$ cat src/rtl/rom_arbiter.sv
// rom_arbiter
//   Shares one single-port synchronous ROM (one-cycle read latency) between
//   two requesters: port 0 (instruction fetch) and port 1 (data load).
//   Each port owns a one-entry response slot. The slot cycles through
//   EMPTY -> PENDING (read issued) -> FULL (data captured). A port may only
//   be granted while its slot is EMPTY, or while it is FULL and being
//   drained in the same cycle, so each port has at most one read in flight.
//   Ties between the two ports are broken round-robin.
//
// Ports
//   clk, rst                  clock, asynchronous active-high reset
//   reqN_valid/addr/ready     request channel for port N (ready = grant)
//   rspN_valid/data/ready     response channel for port N (valid = slot FULL)
//   rom_addr                  address to the ROM, 0 when nothing is granted
//   rom_data                  ROM output, valid the cycle after the address
module rom_arbiter #(
    parameter int ADDR_W = 5,
    parameter int DATA_W = 32
) (
    input  logic              clk,
    input  logic              rst,
    input  logic              req0_valid,
    input  logic [ADDR_W-1:0] req0_addr,
    output logic              req0_ready,
    output logic              rsp0_valid,
    output logic [DATA_W-1:0] rsp0_data,
    input  logic              rsp0_ready,
    input  logic              req1_valid,
    input  logic [ADDR_W-1:0] req1_addr,
    output logic              req1_ready,
    output logic              rsp1_valid,
    output logic [DATA_W-1:0] rsp1_data,
    input  logic              rsp1_ready,
    output logic [ADDR_W-1:0] rom_addr,
    input  logic [DATA_W-1:0] rom_data
);

    typedef enum logic [1:0] {
        SLOT_EMPTY   = 2'd0,
        SLOT_PENDING = 2'd1,
        SLOT_FULL    = 2'd2
    } slot_t;

    // Per-port views of the two channels so the slot logic can be generated.
    logic [1:0]             req_valid;
    logic [1:0]             rsp_ready;
    logic [1:0]             eligible;
    logic [1:0]             grant;
    logic [1:0]             rsp_valid;
    logic [1:0][DATA_W-1:0] rsp_data;

    // Port that won the most recent grant; reset to 1 so port 0 wins the first tie.
    logic last_grant_reg;

    assign req_valid = {req1_valid, req0_valid};
    assign rsp_ready = {rsp1_ready, rsp0_ready};

    genvar gi;
    generate
        for (gi = 0; gi < 2; gi++) begin : g_port
            slot_t             slot_reg;
            logic [DATA_W-1:0] data_reg;

            // A FULL slot can take a new grant only when its current word is
            // being consumed in the same cycle. Gated by rst so nothing is
            // accepted while reset is held.
            assign eligible[gi] = !rst && req_valid[gi] &&
                                  ((slot_reg == SLOT_EMPTY) ||
                                   ((slot_reg == SLOT_FULL) && rsp_ready[gi]));

            assign rsp_valid[gi] = (slot_reg == SLOT_FULL);
            assign rsp_data[gi]  = data_reg;

            always_ff @(posedge clk or posedge rst) begin
                if (rst) begin
                    slot_reg <= SLOT_EMPTY;
                    data_reg <= '0;
                end else begin
                    case (slot_reg)
                        SLOT_EMPTY: begin
                            if (grant[gi])
                                slot_reg <= SLOT_PENDING;
                        end
                        SLOT_PENDING: begin
                            // The ROM word for this port's read is on rom_data
                            // now; at most one port can be PENDING at a time.
                            slot_reg <= SLOT_FULL;
                            data_reg <= rom_data;
                        end
                        SLOT_FULL: begin
                            // A grant here implies a drain (see eligibility).
                            if (grant[gi])
                                slot_reg <= SLOT_PENDING;
                            else if (rsp_ready[gi])
                                slot_reg <= SLOT_EMPTY;
                        end
                        default: slot_reg <= SLOT_EMPTY;
                    endcase
                end
            end
        end
    endgenerate

    // Round-robin: on a tie, the port opposite the last winner is granted.
    always_comb begin
        grant = 2'b00;
        if (eligible == 2'b11)
            grant = last_grant_reg ? 2'b01 : 2'b10;
        else
            grant = eligible;
    end

    always_ff @(posedge clk or posedge rst) begin
        if (rst)
            last_grant_reg <= 1'b1;
        else if (grant[0])
            last_grant_reg <= 1'b0;
        else if (grant[1])
            last_grant_reg <= 1'b1;
    end

    always_comb begin
        rom_addr = '0;
        if (grant[0])
            rom_addr = req0_addr;
        else if (grant[1])
            rom_addr = req1_addr;
    end

    assign req0_ready = grant[0];
    assign req1_ready = grant[1];
    assign rsp0_valid = rsp_valid[0];
    assign rsp1_valid = rsp_valid[1];
    assign rsp0_data  = rsp_data[0];
    assign rsp1_data  = rsp_data[1];

endmodule

$ cat config.mk
export PLATFORM = sky130hd
export DESIGN_NAME = rom_arbiter
export DESIGN_NICKNAME = d
export VERILOG_FILES = /design/src/rtl/rom_arbiter.sv
export SDC_FILE = /design/constraint.sdc
export NUM_CORES = 1
export LEC_CHECK = 0
export ABC_AREA = 1
export BUFFER_PORTS_ARGS = -buffer_cell sky130_fd_sc_hd__buf_2
export CAP_MARGIN = 15
export CORE_ASPECT_RATIO = 1.75
export CORE_UTILIZATION = 50
export DETAILED_ROUTE_END_ITERATION = 7
export GPL_ROUTABILITY_DRIVEN = 0
export PLACE_DENSITY = 0.84
export SETUP_SLACK_MARGIN = 0.2
export SLEW_MARGIN = 5
export SYNTH_ARGS = -nofsm -noshare
export SYNTH_HDL_FRONTEND = slang
export SYNTH_SLANG_ARGS = --single-unit
$ cat constraint.sdc
create_clock -name clk -period 3.1 [get_ports clk]
set_input_delay 0.31 -clock clk [delete_from_list [all_inputs] [get_ports clk]]
set_output_delay 0.31 -clock clk [all_outputs]
set_load 0.005 [all_outputs]
; ---- Yosys cells after proc, flatten, opt, wreduce, memory -nomap -nowiden
; Cells that the tools add are included.
; W data, S select, Z words.
[word_totals]
reg_bits = 69
[op_classes]
mux = 14
eq_ne = 9
reduce_logical = 14
[op_table]
columns = op, count
row1 = $mux W2, 8
row2 = $pmux W2 S3, 2
row3 = $mux W5, 2
row4 = $eq A2 B2 Y1 const B, 3
row5 = $logic_and A1 B1 Y1, 6
row6 = $ne A3 B1 Y1 const B, 2
row7 = $eq A2 B1 Y1 const B, 2
row8 = $logic_not A2 Y1, 2
row9 = $ne A2 B2 Y1 const B, 2
row10 = $reduce_and A2 Y1, 2
row11 = $logic_or A1 B1 Y1, 2
row12 = $mux W1, 2
row13 = $reduce_bool A2 Y1, 1
row14 = $logic_not A1 Y1, 1

; ---- Logic depth before layout (Yosys ltp)
[logic_depth]
depth_word = 8
ltp_mapped = 6
depth_no_buf = 6

; ---- Worst setup path before layout
; No wires, ideal clock.
[synth_path]
kind = register -> output
from = register g_port[0].slot_reg[0]
to = output port rom_addr[0]
path_slack_ns = 1.883
stages_incl_launch_ff = 6
t_arrival_ns = 0.907
path_cell_list = dfrtp_1 -> nor2_1 -> nand2_1 -> nor2_2 -> nand3_1 -> nand2_1
[synth_between]
elab_chain_len = 8
elab_cells_between_ends = 9
[synth_lines]
columns = element, line_no
row1 = "start, declared", 61  ; slot_t slot_reg;
row2 = "start signal, assigned", 76  ; slot_reg <= SLOT_EMPTY;
row3 = "start signal, assigned", 82  ; slot_reg <= SLOT_PENDING;
row4 = "start signal, assigned", 87  ; slot_reg <= SLOT_FULL;
row5 = $eq A2 B2 Y1, 69  ; ((slot_reg == SLOT_FULL) && rsp_ready[gi]));
row6 = $logic_and A1 B1 Y1, 69
row7 = $logic_or A1 B1 Y1 (*), 68  ; ((slot_reg == SLOT_EMPTY) ||
row8 = $logic_and A1 B1 Y1 (*), 67  ; assign eligible[gi] = !rst && req_valid[gi] &&
row9 = $eq A2 B2 Y1, 107  ; if (eligible == 2'b11)
row10 = $mux W2 (*), 107
row11 = $mux W5, 126  ; else if (grant[1])
row12 = $mux W5 (*), 124  ; if (grant[0])
row13 = "end, declared", 34  ; output logic [ADDR_W-1:0] rom_addr,
; Mark *: on every way between the ends. The rest lies on a longest branch, timed or not.

; ---- Worst setup path in the final report
[layout_path]
from = register g_port[0].slot_reg[0]
to = output port rom_addr[3]
; The elaborated chain is that of the path after synthesis.

==> run metrics <==
largest net degree at the start of global routing 70; CP Capture Type output pin; Critical Path AT 1.46 ns; fmax between 500 and 600 MHz; Synth cell types 16; clock buffer depth 2; worst hold slack 0.227 ns; area grow syn2layout 28.0%; Final WS setup about 1.3 ns; most frequent cells in the layout buf_2, nand2_1, dfrtp_1; Die H 99.8 um; worst min path class in -> reg; register bit total from synthesis 69; outcome complete, but fails checks; Final HPWL DP 4020 um; Worst EP required about 2.8 ns; clock sink total 69; non-filler cells in the finished layout 469; setup_tns 0 ns; DR iter-0 viols between 90 and 100; Max Cap Violations 0; syn avg cell area ~9.4 sq um; CP startpoint kind flip-flop; crit-path leading delay family simple AND/OR/NAND/NOR gates; WL per Instance 11.8 um; Cell Area, Placed 3300 sq um; # diodes 0; crit path time final about 1.8 ns; Finished Cell Area 3500 sq um; port bufs 120; Max stage delay on crit path roughly 0.40 ns; Post-Place Worst Slack 1.52 ns; total power 2.87 mW; most common cell after layout, fill and taps aside buf_2; Slew Viols, Final 0; Final nets 457; sequential area share after synthesis 0.632; layout cell share with drive strength beyond 1 0.343; initial antenna violation count 0; drc violations 8; power density over cell area about 820 nW/um^2; Warnings, synthesis 0; vias 2243; Post-Syn Area 2730 sq um; Worst Path Buf+Inv 1; root buf cell clkbuf_8; failing checks design-rule violations; CTS Hold Buffers Added 0; unrepaired setup endpoints after global routing false; post-synth net total roughly 340; Die X 57.9 um; maximum fanout along the worst path 8; Final setup viols 0; Slew HR 0.301; clock skew 0.00864 ns; placed insts 453; H-tree lvl count 3; cts bufs inserted 9; Post-DRT Antenna Nets 0; DR pass1 iterations 7; Tcrit/Tclk final 0.572; total die area 5780 sq um; VDD IR max 0.424 mV; I/O Pins 121; vias in the first global route 2058; insertion delay to the later sink of the worst-skew pair 0.33 ns; final hold violation count 0; CP max-delay cell dfrtp_1; critical path type reg -> out; Synth Instances 291; Reg clk slew, reported paths 0.06 ns; Vias/cell 4.78; GRT Residual Overflow 0; Most common cell on crit path nand2_1; Post-CTS Setup Bufs 0; post_cts resized 0; core area 5260 sq um; static leakage 2.04 nW; Initial Util 0.520; first-pass GRT wire length roughly 9000 um; CP Cell Sequence nor2_1, nand2_1, nor2_2, nand3_1, nand2_1, buf_2; Routed WL between 5000 and 6000 um; Tot GR Track Use 0.200; worst slew pin tran 1.04 ns; TritonCTS clock tree done; row cnt 35; fin util 0.665
worst paths after layout:
path                                              startpoint                           endpoint  slack (ns)  cells past startpoint
max                        g_port[0].slot_reg[0]$_DFFE_PP0P_                        rom_addr[3]        1.33                      6
max in group asynchronous                                rst           rsp1_data[4]$_DFFE_PP0N_        2.33                      3
min in group asynchronous                                rst          rsp0_data[26]$_DFFE_PP0N_        0.24                      3
max reg2reg                g_port[1].slot_reg[0]$_DFFE_PP0P_          rsp1_data[17]$_DFFE_PP0N_        1.54                      3
min reg2reg                         rsp0_data[1]$_DFFE_PP0N_           rsp0_data[1]$_DFFE_PP0N_        0.48                      2
min                                               rsp1_ready  g_port[1].slot_reg[1]$_DFFE_PP0P_        0.23                      4
cell families (layout without fill, tap and decap cells):
family / after synthesis / in the layout / share of synthesized area
simple gates: 100 / 100 / 0.149
buf+inv: 57 / 180 / 0.0994
flops: 69 / 69 / 0.632
compound gates: 65 / 65 / 0.119
final cells by class:
class,instances,area (sq um)
clock buffer,12,145
clock inverter,4,47.5
fill,441,1760
inverter,43,161
multi-input combinational,165,738
sequential,69,1730
tap,55,68.8
timing repair buffer,121,608
cell usage after synthesis (all sizes together):
cell type  number  area, sq um
dfrtp          68         1700
buf            10         91.3
nand2          80          300
clkbuf          4         18.8
and2            2         12.5
inv            43          161
nand3          11         55.1
nor2            6         27.5
dfstp           1         26.3
nand4           1         12.5
o21ai          65          325
worst min-delay path, stage by stage:
cell and delay, ns:
buf_2 0.07, inv_1 0.04, nand2_1 0.06, nand2_1 0.04
power by group:
part	switching, mW	leakage (nW)	internal (mW)
logic	0.390	1.10	0.381
registers	0.178	0.848	1.23
clock network	0.307	0.0964	0.391
total	0.875	2.04	2.00
per-layer routing:
layer,GRT usage,routed length [um],vias up
li1,-,-,1143
met1,0.213,2160,1023
met2,0.352,3010,68
met3,0.0477,230,9
met4,0.115,122,0
met5,0,0,-
(Power assumes the default switching activity.)
